--- src/rtl/ieee64_trace_reader.sv ---
// Frame capture and valid/ready readout of NCH 64-bit model channels.
// Optional header beat {seq, ts} and 48-bit timestamp under `TRACE_TIMESTAMP_EN.
module ieee64_trace_reader #(
  parameter int NCH = 4
) (
  input  logic              clk_0_1ps,
  input  logic              reset,
  input  logic              enable,
  input  logic              sample_tick,
  input  logic [NCH*64-1:0] ch_data,
  output logic              out_valid,
  input  logic              out_ready,
  output logic [63:0]       out_data,
  output logic              out_last,
  output logic              busy,
  output logic [15:0]       overflow_cnt
);

  localparam int            IW       = (NCH > 1) ? $clog2(NCH) : 1;
  localparam logic [IW-1:0] LAST_IDX = IW'(NCH - 1);
  localparam logic          ONE_CH   = (NCH == 1);

`ifdef TRACE_TIMESTAMP_EN
  typedef enum logic [1:0] {IDLE = 2'd0, HDR = 2'd1, DATA = 2'd2} state_t;
`else
  typedef enum logic [1:0] {IDLE = 2'd0, DATA = 2'd2} state_t;
`endif

  state_t        state_q, state_d;
  logic [IW-1:0] idx_q, idx_d, idx_n;
  logic [15:0]   seq_q, seq_d;
  logic [15:0]   ovf_q, ovf_d;
  logic          pend_full_q, pend_full_d;
  logic          out_valid_q, out_valid_d;
  logic          out_last_q, out_last_d;
  logic          busy_q, busy_d;
  logic [63:0]   out_data_q, out_data_d;

  logic [63:0]   ch_in    [NCH];
  logic [63:0]   pend_ch_q[NCH];
  logic [63:0]   act_ch_q [NCH];

`ifdef TRACE_TIMESTAMP_EN
  logic [47:0]   ts_q, ts_d;
  logic [47:0]   pend_ts_q;
  logic [15:0]   pend_seq_q;
  logic [63:0]   nf_hdr;
`endif

  logic          hs, frame_done, load_slot, tick_en;
  logic          pend_frees, cap, drop, direct, load_act;
  logic [63:0]   nf_ch0;

  genvar gi;
  generate
    for (gi = 0; gi < NCH; gi++) begin : g_unpack
      assign ch_in[gi] = ch_data[64*gi +: 64];
    end
  endgenerate

  // Admission: the pending slot counts as free when it hands its frame over on this edge.
  // With nothing pending, a capture at a load point bypasses pending and goes straight to active.
  always_comb begin
    hs          = out_valid_q && out_ready;
    frame_done  = hs && (state_q == DATA) && (idx_q == LAST_IDX);
    load_slot   = (state_q == IDLE) || frame_done;
    tick_en     = sample_tick && enable;
    pend_frees  = load_slot && pend_full_q;
    cap         = tick_en && (!pend_full_q || pend_frees);
    drop        = tick_en && !cap;
    direct      = cap && load_slot && !pend_full_q;
    load_act    = pend_frees || direct;
    pend_full_d = (cap && !direct) || (pend_full_q && !pend_frees);
    seq_d       = cap ? seq_q + 16'd1 : seq_q;
    ovf_d       = (drop && (ovf_q != 16'hFFFF)) ? ovf_q + 16'd1 : ovf_q;
    nf_ch0      = pend_frees ? pend_ch_q[0] : ch_in[0];
    idx_n       = idx_q + IW'(1);
`ifdef TRACE_TIMESTAMP_EN
    ts_d        = ts_q + 48'd1;
    nf_hdr      = pend_frees ? {pend_seq_q, pend_ts_q} : {seq_q, ts_q};
`endif
  end

  always_comb begin
    state_d     = state_q;
    idx_d       = idx_q;
    out_valid_d = out_valid_q;
    out_data_d  = out_data_q;
    out_last_d  = out_last_q;
    if (load_slot) begin
      if (load_act) begin
        out_valid_d = 1'b1;
        idx_d       = '0;
`ifdef TRACE_TIMESTAMP_EN
        state_d     = HDR;
        out_data_d  = nf_hdr;
        out_last_d  = 1'b0;
`else
        state_d     = DATA;
        out_data_d  = nf_ch0;
        out_last_d  = ONE_CH;
`endif
      end else begin
        state_d     = IDLE;
        out_valid_d = 1'b0;
        out_data_d  = '0;
        out_last_d  = 1'b0;
      end
    end else if (hs) begin
      case (state_q)
`ifdef TRACE_TIMESTAMP_EN
        HDR: begin
          state_d    = DATA;
          idx_d      = '0;
          out_data_d = act_ch_q[0];
          out_last_d = ONE_CH;
        end
`endif
        DATA: begin
          idx_d      = idx_n;
          out_data_d = act_ch_q[idx_n];
          out_last_d = (idx_n == LAST_IDX);
        end
        default: ;
      endcase
    end
    busy_d = (state_d != IDLE) || pend_full_d;
  end

  always_ff @(posedge clk_0_1ps or posedge reset) begin
    if (reset) begin
      state_q     <= IDLE;
      idx_q       <= '0;
      seq_q       <= '0;
      ovf_q       <= '0;
      pend_full_q <= 1'b0;
      out_valid_q <= 1'b0;
      out_data_q  <= '0;
      out_last_q  <= 1'b0;
      busy_q      <= 1'b0;
`ifdef TRACE_TIMESTAMP_EN
      ts_q        <= '0;
`endif
    end else begin
      state_q     <= state_d;
      idx_q       <= idx_d;
      seq_q       <= seq_d;
      ovf_q       <= ovf_d;
      pend_full_q <= pend_full_d;
      out_valid_q <= out_valid_d;
      out_data_q  <= out_data_d;
      out_last_q  <= out_last_d;
      busy_q      <= busy_d;
`ifdef TRACE_TIMESTAMP_EN
      ts_q        <= ts_d;
`endif
    end
  end

  // Buffer payloads need no reset; validity lives in pend_full_q and state_q.
  generate
    for (gi = 0; gi < NCH; gi++) begin : g_buf
      always_ff @(posedge clk_0_1ps) begin
        if (cap && !direct) pend_ch_q[gi] <= ch_in[gi];
        if (load_act)       act_ch_q[gi]  <= pend_frees ? pend_ch_q[gi] : ch_in[gi];
      end
    end
  endgenerate

`ifdef TRACE_TIMESTAMP_EN
  always_ff @(posedge clk_0_1ps) begin
    if (cap && !direct) begin
      pend_seq_q <= seq_q;
      pend_ts_q  <= ts_q;
    end
  end
`endif

  assign out_valid    = out_valid_q;
  assign out_data     = out_data_q;
  assign out_last     = out_last_q;
  assign busy         = busy_q;
  assign overflow_cnt = ovf_q;

endmodule

--- config.mk ---
export PLATFORM = sky130hd
export DESIGN_NAME = ieee64_trace_reader
export DESIGN_NICKNAME = d
export VERILOG_FILES = /design/src/rtl/ieee64_trace_reader.sv
export SDC_FILE = /design/constraint.sdc
export NUM_CORES = 1
export LEC_CHECK = 0
export CAP_MARGIN = 25
export CELL_PAD_IN_SITES_DETAIL_PLACEMENT = 2
export CELL_PAD_IN_SITES_GLOBAL_PLACEMENT = 2
export CORE_UTILIZATION = 50
export CTS_BUF_LIST = sky130_fd_sc_hd__clkbuf_8
export CTS_CLUSTER_DIAMETER = 30
export CTS_CLUSTER_SIZE = 24
export DETAILED_ROUTE_END_ITERATION = 10
export DONT_BUFFER_PORTS = 1
export PLACE_DENSITY = 0.92
export SKIP_LAST_GASP = 1
export SYNTH_ARGS = -nofsm -noshare
export SYNTH_HDL_FRONTEND = slang
export SYNTH_SLANG_ARGS = --single-unit
--- constraint.sdc ---
create_clock -name clk_0_1ps -period 18.9 [get_ports clk_0_1ps]
set_clock_uncertainty 0.2 [all_clocks]
set_input_delay 2.835 -clock clk_0_1ps [delete_from_list [all_inputs] [get_ports clk_0_1ps]]
set_output_delay 2.835 -clock clk_0_1ps [all_outputs]
set_load 0.1 [all_outputs]
==> impl_metrics.yaml, run 1 <==
status:
  status: "complete, no violations"
setup_path:
  slowest_delay_ns: 0.86
  cp.arrival_ns: 6.67
  cp_slowest_cell: "buf_4"
  cp_cell_sequence: "nand3_1 > a21oi_2 > and2_4 > o21a_4 > buf_4 > buf_4"
  reg2reg_from: "idx_q[0]"
  cp-startpoint: "out_ready"
  path_depth: 6
  r2r_cells: 7
  end_kind: "register"
  crit_type: "primary input to register"
  cp_top_family: "buffers and inverters"
  critical_path_required_ns: 19.07
  worstPathBufferInverterCount: 2
  cp_max_fo: 70
  cp_common_cell: "buf_4"
  cp-start-kind: "primary input"
detailed_routing:
  drtPass1Iterations: 4
  vias_per_cell: 5.992
  num_vias: 12070
  drc: 0
  ant_nets: 0
  drt-total-wl_um: 67760
  drt_iter0_drc: 656
  wl_per_cell_um: 33.63
cells_and_area:
  n_fill_cell: 3829
  drive_gt1_frac: 0.2943
  instances_no_fill: 2015
  syn_to_final_growth_pct: 14.24
  nets: 1549
synth:
  synthCells: 1205
  synth-warning-count: 0
  syn-cell-area_sq_um: 24110
  ys_top_cells_by_count: "edfxtp_1 (512), mux2_1 (139), mux2_2 (100), dfrtp_1 (88), a21o_1 (65)"
  synth-adder-area-share: 0.001972
  yosysTopAreaCellShare: 0.6377
  ys_seq_elements: 600
  muxShareOfSynthArea: 0.1839
  yosys.area_share.simple: 0.01100
  synthDistinctLibCells: 39
  synthArstFlopShare: 0.1467
  synth-edff-count: 512
  synth_top_family_by_area: "multiplexers"
  yosys-top-cells-area: "edfxtp_1 (64%), dfrtp_1 (9.1%), mux2_1 (6.5%), mux4_2 (6.0%), mux2_2 (4.7%)"
  synth.net_count: 1469
  avgSynthCellArea_sq_um: 20.01
  synth_compound_area_frac: 0.04619
  synth.largest_area_cell: "edfxtp_1"
  yosysSeqAreaShare: 0.7290
  synth_xor_area_frac: 0.004723
  synth_flop_cell: "edfxtp_1"
  yosysMostFrequentCell: "edfxtp_1"
worst_hold_path:
  worstHoldPathCells: 1
  timing.hold.worst.start: "pend_ch_q[1][31]"
  hp-class: "register to register"
timing:
  tightest_slew_ns: 1.074
  period_minus_slack_ns: 6.491
  drv_slew: 0
  grt_setup_unrepaired: "no"
  tns_ns: 0
  fmax_ghz: 0.1541
  hold_violations: 0
  slew_headroom: 0.2842
  finalSetupViolCount: 0
  fin_crit_sh: 0.3435
placed_design:
  io_buffers: 0
  place_hpwl_um: 39620
  dp.cells: 1766
  gp_congestion: 0.7670
clock_tree:
  clkSinkCount: 600
  cts_hold_buf: 0
  cts_root_buf: "clkbuf_8"
  h-tree-depth: 4
  clockBufferDepth: 3
  tritoncts: "done"
  ctsResizeCount: 0
  clock_latency_ns: 0.77
  clk_pin_slew_ns: 0.06
  post_cts_buffers: 0
  cts_inserted_buffers: 131
floorplan:
  die_x_um: 221.6
  die_area_sq_um: 49100
  fp.dieH_um: 221.6
  ios: 344
  initial_core_util: 0.5060
  core_sq_um: 47650
  num_rows: 80
job:
  cap_violations: 0
global_route:
  antenna_found_initial: 5
  grt_pass1_vias: 14310
  grt_usage: 0.2818
  grt_overflow: 0
  grt_max_degree: 137
  grt_pass1_wl_um: 98590
power:
  power.leakage_nw: 10.07
  irDropWorstVdd_v: 0.0001177
  power.density_nw_per_um2: 181.9
-- stage by stage --
| stage | cell area, sq um | util | hold slack [ns] | setup WS, ns | power, W |
|---|---|---|---|---|---|
| after floorplan | 24110 | - | 0.3083 | 7.440 | 0.003149 |
| after global placement | 24500 | 0.5143 | 0.2758 | 11.79 | 0.003280 |
| after detailed placement | 24520 | 0.5147 | 0.3154 | 11.55 | 0.003392 |
| after CTS | 27500 | 0.5771 | 0.3288 | 12.41 | 0.005059 |
| after global routing | 27540 | 0.5779 | 0.3401 | 12.20 | 0.005178 |
| final | 27540 | 0.5780 | 0.3336 | 12.41 | 0.005011 |
-- final timing paths --
check | to | slack [ns]
setup reg to reg | pend_ch_q[3][18] | 13.17
setup / recovery | pend_ch_q[3][18] | 12.41
min in group asynchronous | out_data[12] | 1.81
hold reg to reg | act_ch_q[1][31] | 0.33
max in group asynchronous | idx_q[0] | 15.28
hold / removal | act_ch_q[1][31] | 0.33
-- layout by cell type, fill, tap and decap left out, drive strengths merged, types with 2 or more instances in the layout --
cell | synthesis | routed
and3 | 4 | 4
nand4 | 4 | 4
nor2 | 9 | 9
inv | 6 | 40
nor3 | 4 | 4
clkbuf | 19 | 148
diode | 0 | 7
mux4 | 64 | 64
nor4 | 2 | 2
dfrtp | 88 | 88
xnor2 | 4 | 4
o21ai | 4 | 4
xor2 | 9 | 9
clkinvlp | 0 | 13
clkinv | 0 | 28
a22o | 64 | 64
and2 | 2 | 2
edfxtp | 512 | 512
a21oi | 3 | 3
buf | 49 | 15
nand2b | 2 | 2
a21o | 65 | 65
nand4b | 2 | 2
ha | 3 | 3
mux2 | 259 | 259
nand3 | 7 | 7
bufinv | 0 | 18
nand2 | 13 | 13
-- routing by layer --
layer,GRT usage,part of all wire
met4,0.1192,0.032
met1,0.3045,0.36
met5,0,0.00018
met3,0.1195,0.085
met2,0.4842,0.52
-- registers in the layout, summed over array words and instances (netlist names) --
signal        count
out_last          1
busy              1
out_data         64
act_ch_q        256
state_q           2
out_valid         1
pend_full_q       1
pend_ch_q       256
overflow_cnt     16
idx_q             2
-- power breakdown --
group	internal (W)	switching (W)	total [W]	leakage, nW
registers	0.00177	0.000623	0.00239	5.87
clock network	0.000973	0.000652	0.00162	1.59
logic	0.000441	0.000554	0.000995	2.62
-- final cells by class --
type / instances / area [sq um] / area share
clock buffer: 148 / 2037 / 0.07396
clock inverter: 93 / 935.9 / 0.03398
inverter: 6 / 32.53 / 0.001181
antenna: 7 / 17.52 / 0.0006360
sequential: 600 / 17580 / 0.6383
multi-input combinational: 531 / 6011 / 0.2182
tap: 615 / 769.5 / 0.02794
timing repair buffer: 15 / 157.7 / 0.005724
-- cell families (layout without fill, tap and decap cells) --
family,after synthesis,after routing
xor gates and xnor gates,13,13
buffers and inverters,74,262
other,0,7
and+or+nand+nor,52,52
DFF,600,600
adders and majority gates,4,4
AOI/OAI and AO/OA,139,139
muxes,323,323
Power figures use the tool's default switching activity.
==> run 2: changes to the inputs <==
- clock period: 18.9 -> 6.2 ns (I/O delays scaled with it)
==> run 2 against run 1 <==
  * Global-route usage up 9.7 points
  * Sequential power grew to 3.1 times the previous value
  * Cell count up 13%
  * Clock-buffer cell count increased by 3
  * First-iteration DRC count rose by 100%
  * Clock power rose to 3.3 times the previous value
  * Combinational power grew to 3.6 times the previous value
  * Critical endpoint is now out_data[33]
  * Largest cell class unchanged
  * Highest routed layer unchanged
==> impl_metrics.yaml, run 2 (synthesis gave the netlist of run 1 again) <==
global_route:
  grt_max_degree: 172
  grt_pass1_wl_um: 128100
  grt_usage: 0.3792
  met3_usage: 0.1144
  met2_usage: 0.6530
  grt_overflow: 0
  grt_pass1_vias: 16160
  antenna_found_initial: 10
  grtUsageMet1: 0.4254
  grt-busiest-layer: "met2"
detailed_routing:
  wl_per_cell_um: 41.15
  drt-total-wl_um: 93950
  drc: 0
  ant_nets: 0
  drt_iter0_drc: 1332
  drtPass1Iterations: 7
  num_vias: 14420
  vias_per_cell: 6.314
cells_and_area:
  seqCellArea_sq_um: 17580
  layout_commonest_cell: "edfxtp_1"
  n_fill_cell: 3668
  multi_input_area_sq_um: 6011
  nets: 1807
  drive_gt1_frac: 0.2627
  mostFrequentLayoutCells: "edfxtp_1 (512), dlygate4sd3_1 (239), clkbuf_8 (151)"
  syn_to_final_growth_pct: 25.50
clock_tree:
  clockBufferDepth: 3
  clkSinkCount: 600
  clock_latency_ns: 0.82
  post_cts_buffers: 0
  cts_inserted_buffers: 135
  clk_pin_slew_ns: 0.06
  tritoncts: "done"
  cts_hold_buf: 239
  ctsResizeCount: 0
  h-tree-depth: 4
  cts_root_buf: "clkbuf_8"
setup_path:
  worstPathBufferInverterCount: 1
  cp.arrival_ns: 4.77
  end_kind: "register"
  slowest_delay_ns: 0.94
  cp-start-kind: "register"
  critical_path_required_ns: 6.65
  cp_slowest_cell: "dfrtp_4"
  cp_cell_sequence: "ha_1 > nand3_1 > a21oi_2 > and2_4 > buf_12 > mux2_2 > a21o_1"
  cp_top_family: "flip-flops"
  cp_max_fo: 171
  crit_type: "register to register"
status:
  status: "complete, no violations"
timing:
  slew_headroom: 0.1493
  hold_violations: 0
  tightest_slew_ns: 1.276
  whs_ns: 0.04443
  grt_setup_unrepaired: "no"
  tns_ns: 0
  period_minus_slack_ns: 4.317
  fin_crit_sh: 0.6962
  finalSetupViolCount: 0
  fmax_ghz: 0.2317
  drv_slew: 0
floorplan:
  num_rows: 80
  die_area_sq_um: 49100
  core_sq_um: 47650
  initial_core_util: 0.5060
  ios: 344
  die_x_um: 221.6
  fp.dieH_um: 221.6
placed_design:
  place_hpwl_um: 39690
  io_buffers: 0
  gp_congestion: 0.8026
power:
  irDropWorstVdd_v: 0.0004383
  power.density_nw_per_um2: 539.8
  power.leakage_nw: 11.21
worst_hold_path:
  hp-class: "primary input to register"
job:
  cap_violations: 0
## run 2: layer usage
metal / up-vias / wire (um)
li1: 5590 / -
met1: 7673 / 33180
met2: 882 / 48470
met3: 264 / 7677
met4: 6 / 4574
met5: - / 46
## run 2: worst paths after layout
check / endpoint / cells after the start / from / slack (ns)
worst max-delay path: out_data[33] / 7 / idx_q[0] / 1.88
worst min-delay path: pend_ch_q[3][9] / 0 / ch_data[201] / 0.04
worst max register to register: out_data[33] / 7 / idx_q[0] / 1.88
worst min register to register: act_ch_q[3][42] / 1 / pend_ch_q[3][42] / 0.32
max in group asynchronous: out_data[40] / 3 / reset / 3.87
min in group asynchronous: out_data[13] / 2 / reset / 0.52
## run 2: area by class of cell
cell class                      count  share of cell area
Antenna cell                       12           0.0009925
Clock buffer                      151             0.06869
Clock inverter                     99             0.03234
Inverter                            6            0.001075
Multi-Input combinational cell    531              0.1987
Sequential cell                   600              0.5811
Tap cell                          615             0.02543
Timing Repair Buffer              269             0.09176
## run 2: power by group
part / total, W / leakage, nW / switching, W / internal, W
combinational: 0.00357 / 3.73 / 0.00203 / 0.00154
sequential: 0.00739 / 5.87 / 0.00201 / 0.00538
clock: 0.00537 / 1.62 / 0.00234 / 0.00303
## run 2: per-stage QoR
stage	utilization	setup WS [ns]	area, sq um	instances	total power [W]
final	0.6350	1.883	30260	2283	0.01633
after global placement	0.5166	2.267	24620	1775	0.01003
after CTS	0.6310	2.045	30070	2264	0.01579
after detailed placement	0.5166	2.108	24620	1775	0.01035
after global routing	0.6349	1.725	30250	2280	0.01667
after floorplan	-	0.2017	24110	1205	0.009485
